==> src/rtl/cpu_ctrl_seq_if.sv <==
// Memory request/acknowledge bundle between the sequencer (master) and an
// instruction/data memory (slave).
interface cpu_ctrl_seq_if #(
  parameter int AW = 11,
  parameter int IW = 16
);
  logic          mem_req;
  logic          mem_we;
  logic [AW-1:0] mem_addr;
  logic [IW-1:0] mem_wdata;
  logic [IW-1:0] mem_rdata;
  logic          mem_ack;

  modport master (
    output mem_req, mem_we, mem_addr, mem_wdata,
    input  mem_rdata, mem_ack
  );

  modport slave (
    input  mem_req, mem_we, mem_addr, mem_wdata,
    output mem_rdata, mem_ack
  );
endinterface

==> src/rtl/cpu_ctrl_seq.sv <==
// Multi-cycle accumulator CPU sequencer: fetch/decode/execute over a req/ack
// memory port, two data registers, Z/C flags, sticky HALT and illegal status.
module cpu_ctrl_seq #(
  parameter int DW  = 8,
  parameter int AW  = 11,
  parameter int OPW = 5
) (
  input  logic           clk,
  input  logic           rst_clk,
  cpu_ctrl_seq_if.master mem,
  output logic [DW-1:0]  out_data,
  output logic           out_valid,
  output logic [AW-1:0]  pc,
  output logic [DW-1:0]  r1,
  output logic [DW-1:0]  r2,
  output logic           flag_z,
  output logic           flag_c,
  output logic           halted,
  output logic           illegal
);

  localparam int IW = OPW + AW;
  localparam int HW = DW / 2;

  localparam logic [OPW-1:0] OP_NOP  = OPW'(0);
  localparam logic [OPW-1:0] OP_LDA  = OPW'(1);
  localparam logic [OPW-1:0] OP_ADD  = OPW'(2);
  localparam logic [OPW-1:0] OP_OUT  = OPW'(3);
  localparam logic [OPW-1:0] OP_STR  = OPW'(4);
  localparam logic [OPW-1:0] OP_SUB  = OPW'(5);
  localparam logic [OPW-1:0] OP_JMP  = OPW'(6);
  localparam logic [OPW-1:0] OP_SWAP = OPW'(7);
  localparam logic [OPW-1:0] OP_SDL  = OPW'(8);
  localparam logic [OPW-1:0] OP_SDH  = OPW'(9);
  localparam logic [OPW-1:0] OP_JZ   = OPW'(10);
  localparam logic [OPW-1:0] OP_JC   = OPW'(11);
  localparam logic [OPW-1:0] OP_HALT = OPW'(31);

  typedef enum logic [2:0] {
    S_FETCH  = 3'd0,
    S_DECODE = 3'd1,
    S_EXEC   = 3'd2,
    S_MEM    = 3'd3,
    S_HALT   = 3'd4
  } state_t;

  state_t        state_q;
  logic [AW-1:0] pc_q;
  logic [IW-1:0] ir_q;
  logic [DW-1:0] r1_q;
  logic [DW-1:0] r2_q;
  logic          z_q;
  logic          c_q;
  logic [DW-1:0] out_data_q;
  logic          out_valid_q;
  logic          halted_q;
  logic          illegal_q;

  logic [OPW-1:0] opcode;
  logic [AW-1:0]  obj;
  logic [DW-1:0]  operand;
  logic [DW:0]    add_d;
  logic [DW:0]    sub_d;
  logic           req_state;

  assign opcode  = ir_q[IW-1:AW];
  assign obj     = ir_q[AW-1:0];
  assign operand = mem.mem_rdata[DW-1:0];

  // Extra MSB of the subtraction is the borrow: set exactly when R1 < operand.
  assign add_d = {1'b0, r1_q} + {1'b0, operand};
  assign sub_d = {1'b0, r1_q} - {1'b0, operand};

  // Gating with rst_clk drops the request the instant reset asserts, even
  // though the reset state is FETCH; the first fetch starts right after release.
  assign req_state     = (state_q == S_FETCH) || (state_q == S_MEM);
  assign mem.mem_req   = rst_clk & req_state;
  assign mem.mem_we    = (state_q == S_MEM) && (opcode == OP_STR);
  assign mem.mem_addr  = (state_q == S_MEM) ? obj : pc_q;
  assign mem.mem_wdata = IW'(r1_q);

  assign out_data  = out_data_q;
  assign out_valid = out_valid_q;
  assign pc        = pc_q;
  assign r1        = r1_q;
  assign r2        = r2_q;
  assign flag_z    = z_q;
  assign flag_c    = c_q;
  assign halted    = halted_q;
  assign illegal   = illegal_q;

  always_ff @(posedge clk or negedge rst_clk) begin
    if (!rst_clk) begin
      state_q     <= S_FETCH;
      pc_q        <= '0;
      ir_q        <= '0;
      r1_q        <= '0;
      r2_q        <= '0;
      z_q         <= 1'b0;
      c_q         <= 1'b0;
      out_data_q  <= '0;
      out_valid_q <= 1'b0;
      halted_q    <= 1'b0;
      illegal_q   <= 1'b0;
    end else begin
      out_valid_q <= 1'b0;
      unique case (state_q)
        S_FETCH: begin
          if (mem.mem_ack) begin
            ir_q    <= mem.mem_rdata;
            state_q <= S_DECODE;
          end
        end

        S_DECODE: begin
          pc_q    <= pc_q + AW'(1);
          state_q <= S_EXEC;
        end

        S_EXEC: begin
          state_q <= S_FETCH;
          unique case (opcode)
            OP_NOP: ;
            OP_LDA, OP_ADD, OP_SUB, OP_STR: state_q <= S_MEM;
            OP_OUT: begin
              out_data_q  <= r1_q;
              out_valid_q <= 1'b1;
            end
            OP_JMP: pc_q <= obj;
            OP_SWAP: begin
              r1_q <= r2_q;
              r2_q <= r1_q;
            end
            OP_SDL: r2_q[HW-1:0]  <= obj[HW-1:0];
            OP_SDH: r2_q[DW-1:HW] <= obj[HW-1:0];
            OP_JZ: begin
              if (z_q) pc_q <= obj;
            end
            OP_JC: begin
              if (c_q) pc_q <= obj;
            end
            OP_HALT: begin
              state_q  <= S_HALT;
              halted_q <= 1'b1;
            end
            default: illegal_q <= 1'b1;
          endcase
        end

        S_MEM: begin
          if (mem.mem_ack) begin
            state_q <= S_FETCH;
            unique case (opcode)
              OP_LDA: begin
                r1_q <= operand;
                z_q  <= (operand == '0);
              end
              OP_ADD: begin
                r1_q <= add_d[DW-1:0];
                c_q  <= add_d[DW];
                z_q  <= (add_d[DW-1:0] == '0);
              end
              OP_SUB: begin
                r1_q <= sub_d[DW-1:0];
                c_q  <= sub_d[DW];
                z_q  <= (sub_d[DW-1:0] == '0);
              end
              default: ;
            endcase
          end
        end

        S_HALT: state_q <= S_HALT;

        default: state_q <= S_FETCH;
      endcase
    end
  end

endmodule

==> src/flat_wrapper.sv <==
// flat-port wrapper written by rule: the top's interface ports become plain ports
module cpu_ctrl_seq_flat 
#(
  parameter int DW  = 8,
  parameter int AW  = 11,
  parameter int OPW = 5
)
  (clk, rst_clk, out_data, out_valid, pc, r1, r2, flag_z, flag_c, halted, illegal, mem_mem_req, mem_mem_we, mem_mem_addr, mem_mem_wdata, mem_mem_rdata, mem_mem_ack);
  cpu_ctrl_seq_if #(.AW(AW), .IW((OPW + AW))) mem_i ();
  input  logic clk;
  input  logic rst_clk;
  output logic [DW-1:0] out_data;
  output logic out_valid;
  output logic [AW-1:0] pc;
  output logic [DW-1:0] r1;
  output logic [DW-1:0] r2;
  output logic flag_z;
  output logic flag_c;
  output logic halted;
  output logic illegal;
  output wire logic [$bits(mem_i.mem_req)-1:0] mem_mem_req;
  output wire logic [$bits(mem_i.mem_we)-1:0] mem_mem_we;
  output wire logic [$bits(mem_i.mem_addr)-1:0] mem_mem_addr;
  output wire logic [$bits(mem_i.mem_wdata)-1:0] mem_mem_wdata;
  input wire logic [$bits(mem_i.mem_rdata)-1:0] mem_mem_rdata;
  input wire logic [$bits(mem_i.mem_ack)-1:0] mem_mem_ack;
  assign mem_mem_req = mem_i.mem_req;
  assign mem_mem_we = mem_i.mem_we;
  assign mem_mem_addr = mem_i.mem_addr;
  assign mem_mem_wdata = mem_i.mem_wdata;
  assign mem_i.mem_rdata = mem_mem_rdata;
  assign mem_i.mem_ack = mem_mem_ack;
  cpu_ctrl_seq #(.DW(DW), .AW(AW), .OPW(OPW)) u_core (.clk(clk), .rst_clk(rst_clk), .mem(mem_i), .out_data(out_data), .out_valid(out_valid), .pc(pc), .r1(r1), .r2(r2), .flag_z(flag_z), .flag_c(flag_c), .halted(halted), .illegal(illegal));
endmodule
==> config.mk <==
export PLATFORM = sky130hd
export DESIGN_NAME = cpu_ctrl_seq_flat
export DESIGN_NICKNAME = d
export VERILOG_FILES = /design/src/rtl/cpu_ctrl_seq_if.sv /design/src/rtl/cpu_ctrl_seq.sv /design/src/flat_wrapper.sv
export SDC_FILE = /design/constraint.sdc
export NUM_CORES = 1
export LEC_CHECK = 0
export ABC_AREA = 0
export CAP_MARGIN = 20
export CORE_MARGIN = 2
export CORE_UTILIZATION = 56
export CTS_CLUSTER_SIZE = 24
export DETAILED_ROUTE_END_ITERATION = 10
export PLACE_DENSITY = 0.86
export SLEW_MARGIN = 20
export SYNTH_ARGS = -nofsm -noshare
export SYNTH_HDL_FRONTEND = slang
export SYNTH_SLANG_ARGS = --single-unit
==> constraint.sdc <==
create_clock -name clk -period 3.87 [get_ports clk]
set_input_delay 0.9675 -clock clk [delete_from_list [all_inputs] [get_ports clk]]
set_output_delay 0.9675 -clock clk [all_outputs]
set_load 0.02 [all_outputs]
# == Word level (Yosys, flattened, before mapping) ==
# Index checks and enable logic that the tools add are counted.
# totals
regBits,59
latch_bits,0
mem_bits_rw,0
mem_bits_ro,0
input_bits,19
out_inout_bits,69
word_cells,85
memories,0
# op_classes
n_addsub,3
n_mul,0
div,0
magnitude_cmp,0
n_eq_ne,23
shifts,0
n_mux,19
bitwise_logic,2
reduce_logical,26
# ops
operator,count
2-to-1 mux 11 bit,3
one-hot mux 11 bit (3 select lines),1
zero test 8 bit,3
one-hot mux 8 bit (3 select lines),1
one-hot mux 11 bit (2 select lines),1
equality test 5 x 3 -> 1 bit (second input constant),4
equality test 5 x 4 -> 1 bit (second input constant),4
2-to-1 mux 8 bit,2
one-hot mux 4 bit (2 select lines),2
one-hot mux 8 bit (2 select lines),1
one-hot mux 3 bit (5 select lines),1
AND reduction 2 bit,7
OR reduction 13 bit,1
adder 11 x 1 -> 11 bit (second input constant),1
equality test 5 x 2 -> 1 bit (second input constant),2
nonzero test 2 bit,5
adder 8 x 8 -> 9 bit,1
subtractor 8 x 8 -> 9 bit,1
AND reduction 4 bit,2
equality test 3 x 2 -> 1 bit (second input constant),2
2-to-1 mux 3 bit,2
!= test 2 bit (second input constant),3
!= test 3 x 2 -> 1 bit (second input constant),2
one-hot mux 3 bit (2 select lines),1
18 further kinds,20

# == Logic depth before layout (Yosys ltp) ==
# logic_depth
depth_word,4
ltp_mapped,10
depth_no_buf,10

# == Least setup slack after synthesis ==
# No wires, ideal clock.
# synth_path
kind,in2reg
from,input mem_mem_rdata[0]
to,register u_core.z_q (netlist: u_core.flag_z)
setup_time_ns,0.128
arrival_time_ns,2.628
required_ns,3.742
setup_slack_ns,1.115
path_stages,10
n_path_buf,0
cell_sequence,ha_1 -> inv_1 -> fa_1 -> o21ba_1 -> o21bai_2 -> a21oi_1 -> o21bai_2 -> xnor2_1 -> o41ai_1 -> mux2_1
# synth_via
elab_chain_len,3
elab_cells_between_ends,6
# synth_rtl
element,line,source
start: declaration,flat_wrapper.sv:25,input wire logic [$bits(mem_i.mem_rdata)-1:0] mem_mem_rdata;
subtractor 8 x 8 -> 9 bit or adder 8 x 8 -> 9 bit (tied branches),"cpu_ctrl_seq.sv:72, cpu_ctrl_seq.sv:71",
"zero test 8 bit, on equally long branches","cpu_ctrl_seq.sv:166, cpu_ctrl_seq.sv:161",
one-hot mux 1 bit (3 select lines) (*),cpu_ctrl_seq.sv:153,unique case (opcode)
end signal: assignment,cpu_ctrl_seq.sv:156,z_q <= (operand == '0);
end signal: assignment,cpu_ctrl_seq.sv:161,z_q <= (add_d[DW-1:0] == '0);
end signal: assignment,cpu_ctrl_seq.sv:166,z_q <= (sub_d[DW-1:0] == '0);
end: declaration,cpu_ctrl_seq.sv:52,logic z_q;
# Every way passes the cells marked *; elsewhere a longest branch is shown, timed or not.
# A chain may end at the register's enable or synchronous reset.

# == Final worst setup path ==
# layout_path
from,register u_core.state_q[1]
to,output mem_mem_we
# layout_via
elab_chain_len,2
# layout_rtl
element,line,source
start: declaration,cpu_ctrl_seq.sv:47,state_t state_q;
start signal: assignment,cpu_ctrl_seq.sv:94,state_q <= S_FETCH;
start signal: assignment,cpu_ctrl_seq.sv:111,state_q <= S_DECODE;
start signal: assignment,cpu_ctrl_seq.sv:117,state_q <= S_EXEC;
equality test 3 x 2 -> 1 bit,cpu_ctrl_seq.sv:78,assign mem.mem_we = (state_q == S_MEM) && (opcode == OP_STR);
logical AND 1 bit,cpu_ctrl_seq.sv:78,
end: declaration,flat_wrapper.sv:22,output wire logic [$bits(mem_i.mem_we)-1:0] mem_mem_we;
# No other way between the ends.

==> summary.txt <==
Placement
  • Post-DP Area: 4926 sq um
  • HPWL after DPL: 8156 um
  • Global placement routability congestion: 0.9916
  • Port Buffers: 79

Synthesis
  • Post-synth top cells: 81 x nand2_1, 59 x dfrtp_1, 33 x a21oi_1
  • Post-synth cell types: 74
  • Ys flop type: dfrtp_1
  • Synth area leaders: dfrtp_1 35%, nand2_1 7.2%, ha_1 5.4%, a21oi_1 3.9%, buf_4 3.2%
  • Most frequent cell after synthesis: nand2_1
  • Mean area per synthesized cell: 8.934 sq um
  • Async SR Flop Fraction: 100.0%
  • Post-synthesis sequential area ratio: 35.16%
  • Synth top area share: 35.16%
  • Mapped Area: 4199 sq um
  • Post-synth EDFFs: 0
  • Cell taking the most area after synthesis: dfrtp_1
  • Yosys warnings: 0
  • Synth Instances: 470
  • FF+latch count, synth: 59

Global routing
  • Initial antenna violation count: 0
  • GRT overflow: 0
  • GRT Resource Usage Total: 28.56%
  • Largest net degree at the start of global routing: 60
  • Vias in the first global route: 3643
  • Global-route wire length before repair: 18620 um

Clocking
  • CTS Buffer Depth: 2
  • Num CTS Buffers: 9
  • H-tree depth: 3
  • Post-CTS sizing: 0
  • # Post-CTS Setup Buffers: 0
  • Hold Buf Count CTS: 0
  • CTS tree: yes
  • Clock-pin slew of the registers on the worst-case setup and hold paths: 0.07 ns
  • Clk root buf: clkbuf_8
  • Clk Latency, worst-skew pair: 0.35 ns
  • CTS sink count: 59

Power and ir drop
  • Leakage: 2.208 nW
  • Combinational power share: 56.7%
  • PwrDens: 831.4 nW/um^2
  • Peak supply drop: 0.0004086 V
  • Design Power: 4.262 mW
  • Int Pwr: 2.240 mW
  • Clock network fraction of design power: 13.4%
  • Net Sw Frac: 47.45%
  • Sequential share of power: 29.9%
  • Psw: 2.022 mW

Detailed routing
  • Post-detailed-route count of antenna-violating nets: 0
  • Vias per cell: 6.072
  • WL final: 11270 um
  • Vias: 3868
  • Post-route DRC: 0
  • WL/cell: 17.68 um
  • Drt pass-1 iters: 5
  • Initial DRC Count: 356

Job
  • Max-cap violations: 0

Timing
  • Unrepaired setup endpoints after global routing: false
  • Tmin final: 3.614 ns
  • Worst Skew: 0.01376 ns
  • Total negative slack: 0 ns
  • Setup violators final: 0
  • Final hold violation count: 0
  • Final Slew Violations: 0
  • Fmax: 0.2767 GHz
  • WHS: 0.4594 ns
  • Period utilization: 93.38%
  • Relative slew margins: 33.62%
  • Worst-margin pin slew: 0.9957 ns

Floorplan
  • DIE WIDTH: 90.59 um
  • I/O Pins: 88
  • Die area: 8207 sq um
  • Chip Height: 90.59 um
  • Initial Util: 57.89%
  • CORE AREA: 7253 sq um
  • FP Rows: 31

Setup path
  • CP endpoint kind: output port
  • Crit path DAT: 2.65 ns
  • CP Class: reg2out
  • CP startpoint kind: flip-flop
  • Critical path required time: 2.90 ns
  • Crit path max fanout: 14

Hold path
  • Hold Crit Class: reg2reg

Layout
  • Nets@finish: 572
  • N_diodes: 0
  • Layout cells sized above 1: 12.83%
  • Finished Cell Area: 5126 sq um
  • Area growth, synth to finish: 22.08%

Run status
  • Status: finished clean
## path summary, 6_finish.rpt
check                                  start              to  slack, ns  cells after the start
max in group asynchronous            rst_clk   u_core.flag_z       2.53                      2
min in group asynchronous            rst_clk    u_core.pc[5]       0.83                      2
max reg2reg                  u_core.ir_q[13]    u_core.pc[2]       1.30                      7
max                        u_core.state_q[1]      mem_mem_we       0.26                      5
min reg2reg                   u_core.illegal  u_core.illegal       0.46                      1
min                           u_core.illegal  u_core.illegal       0.46                      1
## power by group through the flow
stage,registers [mW],logic [mW],clock network [mW]
after CTS,1.26,2.40,0.576
after detailed placement,1.27,2.38,0
after global placement,1.26,2.31,0
after floorplan,1.26,1.56,0
after global routing,1.31,2.62,0.600
final,1.27,2.42,0.572
## area by class of cell
type,count,area [sq um]
Clock buffer,9,123.9
Clock inverter,7,76.32
Fill cell,558,2127
Inverter,21,78.83
Multi-Input combinational cell,359,2431
Sequential cell,59,1476
Tap cell,99,123.9
Timing Repair Buffer,83,815.8
## metrics by stage
stage	util [%]	std cells	setup WS, ns
global route	70.67	637	0.05557
detailed placement	67.91	621	0.2821
CTS	70.67	637	0.2655
global placement	67.91	621	0.3739
floorplan	-	477	1.115
finish	70.67	637	0.2563
## worst max-delay path, cell delays in order, from the launching register on
cell	delay (ns)
dfrtp_1	0.49
nor2b_1	0.28
and2_1	0.54
nand2_1	0.09
nor3_1	0.25
clkdlybuf4s50_1	0.65
## state kept, by name, summed over array words and instances, names as in the netlist
name              cells
u_core.illegal        1
u_core.ir_q          16
u_core.flag_c         1
u_core.halted         1
u_core.pc            11
u_core.out_valid      1
u_core.state_q        3
u_core.r2             8
u_core.r1             8
u_core.out_data       8
u_core.flag_z         1
## layout by cell type, fill, tap and decap left out, types with 3 or more instances in the layout
| cell type | count |
|---|---|
| buf_4 | 4 |
| mux2_4 | 8 |
| nand4_1 | 4 |
| nand3_1 | 9 |
| o21ai_1 | 14 |
| mux2_2 | 12 |
| a31oi_1 | 3 |
| nand2_1 | 81 |
| a211oi_1 | 3 |
| o31ai_1 | 6 |
| or3_1 | 4 |
| nand2b_1 | 10 |
| and3_1 | 4 |
| dfrtp_1 | 59 |
| nor2_1 | 29 |
| o21ai_0 | 18 |
| ha_1 | 18 |
| inv_1 | 19 |
| xnor2_1 | 7 |
| a21oi_1 | 33 |
| mux2_1 | 4 |
| mux2i_1 | 12 |
| o22ai_1 | 5 |
| nor2b_1 | 5 |
| clkdlybuf4s50_1 | 78 |
| conb_1 | 8 |
| clkbuf_8 | 9 |
| a21o_1 | 3 |
## kinds of logic (layout without fill, tap and decap cells)
logic type / after synthesis / after routing / share of synthesized area (%)
AOI/OAI and AO/OA: 117 / 117 / 18.74
xor gates and xnor gates: 7 / 7 / 1.460
adders and majority gates: 20 / 20 / 6.317
buffers and inverters: 59 / 120 / 7.569
DFF: 59 / 59 / 35.16
muxes: 36 / 36 / 10.01
other: 1 / 8 / 0.08931
and+or+nand+nor: 171 / 171 / 20.65
## metal layers
layer  vias to the layer above  GRT usage [%]  share of wire [%]
met3                        30          6.260                8.0
met2                       210          47.64                 49
met1                      1863          35.84                 41
met4                         0          11.92                2.7
li1                       1765              -                  -
met5                         -              0                  0
No activity file was read; power rests on OpenSTA's default activity.
